### config.mk
export PLATFORM = sky130hd
export DESIGN_NAME = matrix_scalar_divider_seq
export DESIGN_NICKNAME = d
export VERILOG_FILES = /design/src/rtl/msd_pkg.sv /design/src/rtl/serial_div_step.sv /design/src/rtl/matrix_scalar_divider_seq.sv
export SDC_FILE = /design/constraint.sdc
export NUM_CORES = 1
export LEC_CHECK = 0
export ABC_AREA = 1
export CORE_AREA = 2 2 153 155
export DETAILED_ROUTE_END_ITERATION = 16
export DIE_AREA = 0 0 155 157
export MAX_ROUTING_LAYER = met4
export PLACE_DENSITY = 0.84
export SLEW_MARGIN = 15
export SYNTH_ARGS = -nofsm -noshare
export SYNTH_HDL_FRONTEND = slang
export SYNTH_SLANG_ARGS = --single-unit
### constraint.sdc
create_clock -name clk -period 2.35 [get_ports clk]
set_input_delay 0.47 -clock clk [delete_from_list [all_inputs] [get_ports clk]]
set_output_delay 0.47 -clock clk [all_outputs]
set_load 0.03 [all_outputs]
### src/rtl/msd_pkg.sv
// Shared types and constants for the matrix-by-scalar sequential divider.
package msd_pkg;

  localparam int DEF_W = 8;
  localparam int DEF_N = 9;

  // Every quotient bit is set when the job's divisor is zero.
  localparam logic DBZ_QUOT_BIT = 1'b1;

  typedef enum logic [1:0] {
    IDLE = 2'd0,
    DIV  = 2'd1,
    ZERO = 2'd2,
    HOLD = 2'd3
  } state_t;

endpackage

### src/rtl/serial_div_step.sv
// One combinational restoring-division step: shift in a dividend bit, conditionally subtract.
module serial_div_step #(
  parameter int W = 8
) (
  input  logic [W:0]   rem_in,
  input  logic         bit_in,
  input  logic [W-1:0] divisor,
  output logic [W:0]   rem_out,
  output logic         q_bit
);

  logic [W:0] shifted;

  assign shifted = {rem_in[W-1:0], bit_in};
  // rem_in stays below the divisor, so its top bit only matters if that invariant breaks.
  assign q_bit   = rem_in[W] | (shifted >= {1'b0, divisor});
  assign rem_out = q_bit ? (shifted - {1'b0, divisor}) : shifted;

endmodule

### src/rtl/matrix_scalar_divider_seq.sv
// Time-shares one restoring bit-serial divider over N elements sharing a single divisor.
module matrix_scalar_divider_seq
  import msd_pkg::*;
#(
  parameter int W = DEF_W,
  parameter int N = DEF_N
) (
  input  logic           clk,
  input  logic           rst_n,
  input  logic           in_valid,
  output logic           in_ready,
  input  logic [N*W-1:0] mat_in,
  input  logic [W-1:0]   scalar_in,
  output logic           out_valid,
  input  logic           out_ready,
  output logic [N*W-1:0] quot_out,
  output logic [N*W-1:0] rem_out,
  output logic           div_by_zero
);

  localparam int CNT_W = $clog2(W + 1);
  localparam int IDX_W = (N > 1) ? $clog2(N) : 1;
  localparam logic [CNT_W-1:0] LAST_BIT = CNT_W'(W - 1);
  localparam logic [IDX_W-1:0] LAST_IDX = IDX_W'(N - 1);

  // Handshakes: a transfer happens on a rising edge where valid and ready are both high;
  // out_valid and its data stay put until that edge, in_ready is high only while IDLE.

  state_t           state;
  logic [N*W-1:0]   mat_r;
  logic [W-1:0]     div_r;
  logic [W-1:0]     sh_r;
  logic [W:0]       prem_r;
  logic [CNT_W-1:0] bit_cnt;
  logic [IDX_W-1:0] idx;
  logic [IDX_W-1:0] next_idx;
  logic [W:0]       step_rem;
  logic             q_bit;

  assign next_idx = idx + 1'b1;

  // sh_r feeds dividend bits out of its MSB while quotient bits enter at its LSB,
  // so after W steps it holds the element's quotient.
  serial_div_step #(.W(W)) u_step (
    .rem_in  (prem_r),
    .bit_in  (sh_r[W-1]),
    .divisor (div_r),
    .rem_out (step_rem),
    .q_bit   (q_bit)
  );

  always_ff @(posedge clk) begin
    if (!rst_n) begin
      state       <= IDLE;
      in_ready    <= 1'b1;
      out_valid   <= 1'b0;
      quot_out    <= '0;
      rem_out     <= '0;
      div_by_zero <= 1'b0;
      mat_r       <= '0;
      div_r       <= '0;
      sh_r        <= '0;
      prem_r      <= '0;
      bit_cnt     <= '0;
      idx         <= '0;
    end else begin
      case (state)
        IDLE: begin
          if (in_valid) begin
            mat_r    <= mat_in;
            div_r    <= scalar_in;
            sh_r     <= mat_in[W-1:0];
            prem_r   <= '0;
            bit_cnt  <= '0;
            idx      <= '0;
            in_ready <= 1'b0;
            if (scalar_in != '0) begin
              div_by_zero <= 1'b0;
              state       <= DIV;
            end else begin
              state <= ZERO;
            end
          end
        end
        DIV: begin
          if (bit_cnt == LAST_BIT) begin
            quot_out[idx*W +: W] <= {sh_r[W-2:0], q_bit};
            rem_out[idx*W +: W]  <= step_rem[W-1:0];
            prem_r  <= '0;
            bit_cnt <= '0;
            if (idx == LAST_IDX) begin
              state <= HOLD;
            end else begin
              idx  <= next_idx;
              sh_r <= mat_r[next_idx*W +: W];
            end
          end else begin
            sh_r    <= {sh_r[W-2:0], q_bit};
            prem_r  <= step_rem;
            bit_cnt <= bit_cnt + 1'b1;
          end
        end
        ZERO: begin
          quot_out    <= {(N*W){DBZ_QUOT_BIT}};
          rem_out     <= mat_r;
          div_by_zero <= 1'b1;
          state       <= HOLD;
        end
        HOLD: begin
          // First HOLD cycle raises out_valid; results are already settled by then.
          if (!out_valid) begin
            out_valid <= 1'b1;
          end else if (out_ready) begin
            out_valid <= 1'b0;
            in_ready  <= 1'b1;
            state     <= IDLE;
          end
        end
        default: state <= IDLE;
      endcase
    end
  end

endmodule
==> impl_metrics.json, run 1 <==
{
  "setup_ws_ns": 0.1076,
  "p_sw_w": 0.01001,
  "nNetsFinal": 1921,
  "syn_inst": 1582,
  "setup_violations": 0,
  "fin_util_pct": 68.82,
  "comb_power_share_pct": 53.5,
  "core-area_um2": 22500,
  "cts.clk_slew.worst_paths_ns": 0.07,
  "final_common_cell": "dfxtp_1",
  "post_synth_num_cell_types": 39,
  "internal-power_w": 0.01140,
  "drc_errors": 0,
  "leakage_nw": 6.167,
  "worstMarginPinSlew_ns": 0.7690,
  "criticalPathCategory": "flop to flop",
  "critPathMaxFanout": 16,
  "synth_warnings": 0,
  "ios": 231,
  "ys_seq_area_share_pct": 43.86,
  "slew_headroom_pct": 48.73,
  "dp_cells": 2072,
  "num_rows": 55,
  "diodes": 0,
  "slowest_delay_ns": 0.35,
  "start_util_pct": 51.52,
  "start_kind": "flop",
  "clk_latency_ns": 0.55,
  "htreeDepth": 1,
  "dr.pass1.iters": 8,
  "grt_antenna_before_repair": 0,
  "place_ws_ns": 0.02952,
  "pwr-share-clk_pct": 18.6,
  "crit_arrival_ns": 2.68,
  "swShare_pct": 46.75,
  "synthArstFlopShare_pct": 0,
  "cp-end-kind": "flop",
  "hpwl_um": 30030,
  "status": "complete, no violations",
  "ir_worst_vdd_mv": 0.6638,
  "drt-total-wl_um": 41330,
  "cp_top_family": "buffers and inverters",
  "io_buffers": 230,
  "root_buffer": "clkbuf_16",
  "wl_per_cell_um": 19.50,
  "p_per_area_nw_per_um2": 1383,
  "area_growth_pct": 33.57,
  "finalCritPeriodShare_pct": 95.42,
  "final_cell_mix": "253 x dfxtp_1, 243 x a21oi_1, 229 x o21ai_0, 229 x clkdlybuf4s50_1, 225 x nor2_1",
  "whs_ns": 0.4154,
  "grt_pass1_vias": 11407,
  "final_cells": 2120,
  "hold_violations": 0,
  "syn_nets": 1684,
  "slowest_stage": "dfxtp_1",
  "drtIter0Drc": 1509,
  "skew_ns": 0.02253,
  "dieArea_um2": 24340,
  "synth_edf_count": 0,
  "hold_path_class": "primary input to flop",
  "vias_per_cell": 5.948,
  "grt_pass1_wl_um": 63450,
  "seqPwrFrac_pct": 27.9,
  "vias": 12610,
  "cts_tree": "yes",
  "cts_buffer_depth": 3,
  "crit_required_ns": 2.78,
  "fmax_ghz": 0.4460,
  "gp_congestion": 0.9610,
  "crit_buf_inv": 4,
  "synth-seq-cells": 254,
  "power_w": 0.02142,
  "maxCapViolCount": 0,
  "synth_top_flop_cell": "dfxtp_1",
  "hold_buffers": 0,
  "grt_max_degree": 68,
  "cp_cell_sequence": "inv_1 -> ha_1 -> inv_2 -> nor2_1 -> a21oi_4 -> buf_4 -> nand2_2 -> clkinv_2 -> o21ai_0 -> a21oi_1",
  "detail-route-antenna-nets": 0,
  "period_minus_slack_ns": 2.242,
  "maxSlewViolCount": 0,
  "cts_buffers": 26,
  "cts.sinks": 254,
  "fp.dieH_um": 157,
  "overflow": 0,
  "fp.dieW_um": 155,
  "drive_gt1_share_pct": 9.537,
  "grt_usage_pct": 33.87,
  "postSynthAreaPerCell_um2": 7.328,
  "syn-cell-area_um2": 11590
}
## sequential cells by signal, indices dropped and copies added (netlist names), 4 cells and up
register	count
sh_r	8
idx	4
div_r	8
bit_cnt	4
prem_r	9
quot_out	72
mat_r	72
rem_out	72
## metal layers
| layer | vias up | wire length, um | GRT usage, % |
|---|---|---|---|
| li1 | 5915 | - | - |
| met1 | 5793 | 17040 | 45.79 |
| met2 | 795 | 18770 | 52.44 |
| met3 | 107 | 4032 | 4.130 |
| met4 | 0 | 1485 | 12.39 |
| met5 | - | 0 | - |
## worst reg2reg max path, cell delays in order, from the launching register on
cell	delay, ns
dfxtp_1	0.35
inv_1	0.12
ha_1	0.19
inv_2	0.10
nor2_1	0.32
a21oi_4	0.09
buf_4	0.21
nand2_2	0.12
clkinv_2	0.25
o21ai_0	0.31
a21oi_1	0.07
## cell usage after synthesis, types with 2 or more instances
cell type  instances  share of area [%]
nor2_1           231                7.5
o21bai_1          32                2.1
clkbuf_1          74                2.4
o22ai_1            6               0.32
inv_2             11               0.36
a31oi_1            9               0.49
buf_2              8               0.35
a21oi_4            5               0.70
nand3_1           62                2.7
nand2_2           13               0.70
o21ai_1            4               0.17
inv_1             94                3.0
ha_1              17                1.8
o31ai_1            7               0.45
o211ai_1          19                1.2
xor2_1             4               0.30
buf_1             10               0.32
a21oi_1          243                 10
dfxtp_1          254                 44
nand2_1          135                4.4
nor3_1            16               0.69
clkinv_1           2              0.065
buf_4              9               0.58
nand4_1           68                3.7
o21ai_0          230                9.9
a211oi_1           2               0.13
nor2_2             5               0.27
## through the flow
step | setup TNS, ns | instance area (um2)
2_1_floorplan | 0 | 11590
3_3_place_gp | 0 | 14600
3_5_place_dp | 0 | 14600
4_1_cts | 0 | 15400
5_1_grt | -0.02256 | 15490
6_report | 0 | 15490
## power by group through the flow
stage / Combinational [W] / Clock [W] / Sequential (W)
floorplan: 0.00551 / 0 / 0.00672
global placement: 0.0107 / 0 / 0.00601
detailed placement: 0.0109 / 0 / 0.00603
CTS: 0.0110 / 0.00399 / 0.00595
global route: 0.0122 / 0.00421 / 0.00606
finish: 0.0114 / 0.00399 / 0.00598
## final timing paths
kind / start / endpoint / slack (ns) / cells after the start
worst max register to register: state[1] / rem_out[19] / 0.11 / 10
worst max-delay path: state[1] / rem_out[19] / 0.11 / 10
worst min-delay path: rst_n / idx[3] / 0.42 / 3
worst min register to register: div_r[5] / div_r[5] / 0.47 / 2
## area by class of cell
| type | instances | area, um2 |
|---|---|---|
| clock buffers | 34 | 710.7 |
| clock inverters | 10 | 92.59 |
| fillers | 1844 | 7017 |
| inverters | 107 | 407.9 |
| multi-input cells | 1119 | 5720 |
| flip-flops and latches | 254 | 5086 |
| well taps | 285 | 356.6 |
| repair buffers | 311 | 3112 |
## cell families (layout without fill, tap and decap cells)
group                    Yosys count  in the layout  synth area share, %
XOR/XNOR                           5              5               0.3777
AND/OR/NAND/NOR                  535            535                20.27
buffers and inverters            209            462                7.209
AO/OA/AOI/OAI                    561            561                26.28
adder cells (fa/ha/maj)           18             18                2.007
flip-flops                       254            254                43.86
## repair_timing
action / CTS / global route
endpoints found under the setup margin: 0 / 129
gates resized for setup: 0 / 16
setup buffers: 0 / 4
(Power assumes the default switching activity.)
==> run 2, diff against run 1 <==
--- a/config.mk
+++ b/config.mk
@@ -11,6 +11,7 @@
 export DIE_AREA = 0 0 155 157
 export MAX_ROUTING_LAYER = met4
 export PLACE_DENSITY = 0.84
+export RECOVER_POWER = 50
 export SLEW_MARGIN = 15
 export SYNTH_ARGS = -nofsm -noshare
 export SYNTH_HDL_FRONTEND = slang
==> run 2 against run 1 <==
Clock power about the same. Combinational power about the same. Highest routed layer unchanged. Critical path depth decreased by 1. Largest cell class unchanged. Core utilization decreased by 0.18 points.
==> impl_metrics.json, run 2 (synthesized netlist as in run 1, its figures left out) <==
{
  "cts.sinks": 254,
  "fp.dieW_um": 155,
  "grt_max_degree": 68,
  "cts_buffers": 26,
  "final_area_um2": 15450,
  "core-area_um2": 22500,
  "hpwl_um": 30030,
  "setup.worst_path.start": "idx[1]",
  "period_minus_slack_ns": 2.233,
  "start_util_pct": 51.52,
  "final_cell_mix": "253 x dfxtp_1, 243 x a21oi_1, 229 x o21ai_0",
  "critPathMostFrequentCell": "inv_1",
  "vias_per_cell": 5.961,
  "grt_pass1_vias": 11407,
  "place_ws_ns": 0.02952,
  "critPathMaxFanout": 16,
  "root_buffer": "clkbuf_16",
  "criticalPathCategory": "flop to flop",
  "drtIter0Drc": 1510,
  "hp-start": "rst_n",
  "whs_ns": 0.4119,
  "diodes": 0,
  "ir_worst_vdd_mv": 0.6610,
  "skew_ns": 0.02321,
  "dr.pass1.iters": 6,
  "io_buffers": 230,
  "cts.clk_slew.worst_paths_ns": 0.07,
  "grt_pass1_wl_um": 63450,
  "grt_usage_pct": 33.87,
  "vias": 12638,
  "ios": 231,
  "maxSlewViolCount": 0,
  "htreeDepth": 1,
  "reg2reg_from": "idx[1]",
  "setup_ws_ns": 0.1174,
  "hold_buffers": 0,
  "slew_headroom_pct": 46.06,
  "setup_violations": 0,
  "num_rows": 55,
  "grt_antenna_before_repair": 0,
  "reg_top3": "mat_r: 72 flops, quot_out: 72 flops, rem_out: 72 flops",
  "clk_latency_ns": 0.55,
  "gp_congestion": 0.9610,
  "leakage_nw": 6.522,
  "tns_ns": 0,
  "start_kind": "flop",
  "drive_gt1_share_pct": 9.319,
  "dieArea_um2": 24340,
  "slowest_stage": "dfxtp_1",
  "detail-route-antenna-nets": 0,
  "fmax_ghz": 0.4479,
  "slowest_delay_ns": 0.39,
  "cp_cell_sequence": "inv_1 -> ha_2 -> inv_1 -> nand3_1 -> nand2_1 -> nand2_4 -> inv_2 -> o21ai_0 -> a21oi_1",
  "hold_path_class": "primary input to flop",
  "finalCritPeriodShare_pct": 95.00,
  "final_common_cell": "dfxtp_1",
  "place_area_um2": 14600,
  "nNetsFinal": 1921,
  "fp.dieH_um": 157,
  "overflow": 0,
  "crit_arrival_ns": 2.72,
  "worstMarginPinSlew_ns": 0.8091,
  "wl_per_cell_um": 19.57,
  "maxCapViolCount": 0,
  "crit_required_ns": 2.83,
  "area_growth_pct": 33.23,
  "cts_buffer_depth": 3,
  "hold_violations": 0,
  "status": "complete, no violations",
  "cp-end-kind": "flop",
  "drc_errors": 0,
  "cts_tree": "yes",
  "p_per_area_nw_per_um2": 1373,
  "drt-total-wl_um": 41500
}
run 2: cell types whose count changed in the layout (fill, tap and decap cells not counted), moves of 2 or more:
cell,previous run,this run
clkbuf_2,0,5
dlygate4sd3_1,0,111
buf_4,65,59
clkdlybuf4s50_1,229,118
clkbuf_1,5,7
run 2: layer usage:
layer | GRT usage (%) | part of all wire (%)
met2 | 52.44 | 45
met5 | - | 0
met4 | 12.39 | 3.8
met3 | 4.130 | 9.6
met1 | 45.79 | 42
run 2: power by group:
part	leakage, nW	internal (W)	switching, W
registers	2.07	0.00526	0.000707
logic	4.05	0.00372	0.00754
clock network	0.397	0.00223	0.00175
total	6.52	0.0112	0.0100
run 2: worst paths after layout:
kind                            slack [ns]      endpoint  cells past startpoint
worst max-delay path                  0.12   rem_out[35]                      9
worst min-delay path                  0.41  quot_out[39]                      3
worst max register to register        0.12   rem_out[35]                      9
worst min register to register        0.47      div_r[5]                      2
run 2: critical path: cells and delay by family, from the launching register on:
kind | cells | cell delay (ns)
buffers and inverters | 3 | 0.70
and+or+nand+nor | 3 | 0.42
DFF | 1 | 0.39
adders and majority gates | 1 | 0.34
AOI/OAI and AO/OA | 2 | 0.30
run 2: timing repair:
action,4_1_cts,5_1_grt
endpoints found under the setup margin,0,129
setup buffers,0,4
resized for setup,0,16
run 2: final cells by class:
cell class                 count  area, um2
timing repair buffer         311       3079
fill                        1852       7057
sequential                   254       5086
clock inverter                10      92.59
inverter                     107      407.9
multi-input combinational   1119       5713
tap                          285      356.6
clock buffer                  34      710.7
run 2: through the flow:
step	cells	util, %	power [W]
floorplan	1582	-	0.01222
global placement	2072	64.86	0.01676
detailed placement	2072	64.86	0.01693
CTS	2116	68.43	0.02091
global route	2120	68.64	0.02224
finish	2120	68.64	0.02121
==> run 3, diff against run 2 <==
--- a/config.mk
+++ b/config.mk
@@ -6,11 +6,11 @@
 export NUM_CORES = 1
 export LEC_CHECK = 0
 export ABC_AREA = 1
-export CORE_AREA = 2 2 153 155
+export CORE_AREA = 2 2 164 166
 export DETAILED_ROUTE_END_ITERATION = 16
-export DIE_AREA = 0 0 155 157
+export DIE_AREA = 0 0 166 168
 export MAX_ROUTING_LAYER = met4
-export PLACE_DENSITY = 0.84
+export PLACE_DENSITY = 0.75
 export RECOVER_POWER = 50
 export SLEW_MARGIN = 15
 export SYNTH_ARGS = -nofsm -noshare
==> run 3 against run 2 <==
Sequential cell count is the same. Sequential power is essentially flat. Critical path depth is the same. Cell count grew 2.3%. Total power shrank 1.3%. Combinational power shrank 6%. Clock skew shrank 0.016 ns. Global-route usage shrank 5.1 points. Wire length shrank 1.0%. Highest routed layer unchanged.
==> impl_metrics.json, run 3 (synthesized netlist as in run 1, its figures left out) <==
{
  "place_ws_ns": 0.08481,
  "fmax_ghz": 0.4530,
  "slew_headroom_pct": 51.75,
  "start_kind": "flop",
  "clk_latency_ns": 0.53,
  "seqPwrFrac_pct": 28.5,
  "htreeDepth": 1,
  "reg_top3": "mat_r: 72 flops, quot_out: 72 flops, rem_out: 72 flops",
  "detail-route-antenna-nets": 0,
  "grt_usage_pct": 28.78,
  "drive_gt1_share_pct": 8.767,
  "vias_per_cell": 5.688,
  "overflow": 0,
  "final_area_um2": 15470,
  "crit_arrival_ns": 2.67,
  "wl_per_cell_um": 18.95,
  "rsz0062_at_grt": "true",
  "fin_util_pct": 58.72,
  "final_cells": 2168,
  "cts.sinks": 254,
  "pwr-share-clk_pct": 20.7,
  "cp-end-kind": "flop",
  "ir_worst_vdd_mv": 0.6692,
  "maxSlewViolCount": 0,
  "whs_ns": 0.2447,
  "fp.dieH_um": 168,
  "internal-power_w": 0.01117,
  "hold_buffers": 0,
  "core-area_um2": 26350,
  "skew_ns": 0.007153,
  "cts_tree": "yes",
  "io_buffers": 230,
  "critPathMaxFanout": 10,
  "ff2ff_setup_slack_ns": 0.14,
  "nNetsFinal": 1908,
  "p_per_area_nw_per_um2": 1353,
  "grt_pass1_vias": 11207,
  "cp-endpoint": "quot_out[46]",
  "hold_path_class": "primary input to flop",
  "root_buffer": "clkbuf_16",
  "r2r_cells": 9,
  "grt_max_degree": 182,
  "cts_buffer_depth": 3,
  "p_sw_w": 0.009775,
  "swShare_pct": 46.67,
  "period_minus_slack_ns": 2.208,
  "criticalPathCategory": "flop to flop",
  "leakage_nw": 6.493,
  "hpwl_um": 29490,
  "reg2reg_from": "idx[1]",
  "area_growth_pct": 33.47,
  "dieArea_um2": 27890,
  "vias": 12331,
  "comb_power_share_pct": 50.8,
  "hold_violations": 0,
  "setup.worst_path.start": "idx[1]",
  "fp.dieW_um": 166,
  "setup_violations": 0,
  "final_common_cell": "dfxtp_1",
  "setup_ws_ns": 0.1423,
  "finalCritPeriodShare_pct": 93.94,
  "gp_congestion": 0.9571,
  "place_area_um2": 14440,
  "ios": 231,
  "cts_buffers": 27,
  "drc_errors": 0,
  "start_util_pct": 44.00,
  "drtIter0Drc": 1544,
  "worstMarginPinSlew_ns": 0.7238,
  "dp_cells": 2113,
  "num_rows": 60,
  "drt-total-wl_um": 41080,
  "grt_pass1_wl_um": 62750,
  "final_cell_mix": "253 x dfxtp_1, 243 x a21oi_1, 230 x o21ai_0",
  "grt_antenna_before_repair": 0,
  "crit_required_ns": 2.82,
  "status": "complete, no violations",
  "dr.pass1.iters": 6,
  "maxCapViolCount": 0,
  "r2r-end": "quot_out[46]",
  "cts.clk_slew.worst_paths_ns": 0.06
}
run 3: cell types whose count changed in the layout (fill, tap and decap cells not counted), moves of 4 or more:
cell	change
buf_12	-8
buf_4	-6
clkbuf_2	-4
clkbuf_8	+6
clkinv_2	-5
nand2_2	-7
nand2_4	+6
run 3: cell type report:
cell class                      count  area [um2]
Fill cell                        2417       10880
Clock inverter                      7       91.34
Multi-Input combinational cell   1119        5741
Inverter                          107       417.9
Antenna cell                        2       5.005
Timing Repair Buffer              297        2888
Clock buffer                       41       818.3
Sequential cell                   254        5086
Tap cell                          341       426.7
run 3: how the worst min path moves through the flow:
| stage | startpoint | endpoint | slack [ns] | cells after the start |
|---|---|---|---|---|
| finish | rst_n | in_ready | 0.24 | 2 |
| global route | rst_n | in_ready | 0.25 | 2 |
| CTS | rst_n | in_ready | 0.23 | 2 |
| detailed placement | mat_r[14] | mat_r[14] | 0.46 | 2 |
| global placement | div_r[3] | div_r[3] | 0.45 | 2 |
| floorplan | mat_r[10] | mat_r[10] | 0.43 | 2 |
run 3: power by group through the flow:
stage	registers (W)	logic [W]	clock network [W]
floorplan	0.00672	0.00551	0
global placement	0.00602	0.0102	0
detailed placement	0.00603	0.0103	0
CTS	0.00596	0.0103	0.00437
global route	0.00605	0.0114	0.00456
finish	0.00596	0.0106	0.00434
run 3: repair_timing:
action                     in CTS  in global routing
resized for setup               0                 29
buffers inserted                0                  5
setup endpoints to repair       0                127
run 3: critical path, cell delays in order (launching register included):
cell	delay [ns]
dfxtp_1	0.39
inv_2	0.08
ha_2	0.47
nand2_1	0.12
nor2_1	0.17
nand2_1	0.15
a21oi_4	0.36
buf_4	0.25
nor2_1	0.06
nor2_1	0.10
run 3: per-stage QoR:
stage / TNS, ns / power [W]
2_1_floorplan: 0 / 0.01222
5_1_grt: -0.003238 / 0.02204
4_1_cts: 0 / 0.02065
3_3_place_gp: 0 / 0.01621
6_report: 0 / 0.02094
3_5_place_dp: 0 / 0.01630
run 3: metal layers:
layer | vias to the layer above | track usage, % | part of all wire [%]
li1 | 5909 | - | -
met1 | 5696 | 38.97 | 43
met2 | 652 | 44.76 | 45
met3 | 74 | 3.926 | 8.8
met4 | 0 | 9.112 | 2.6
met5 | - | - | 0
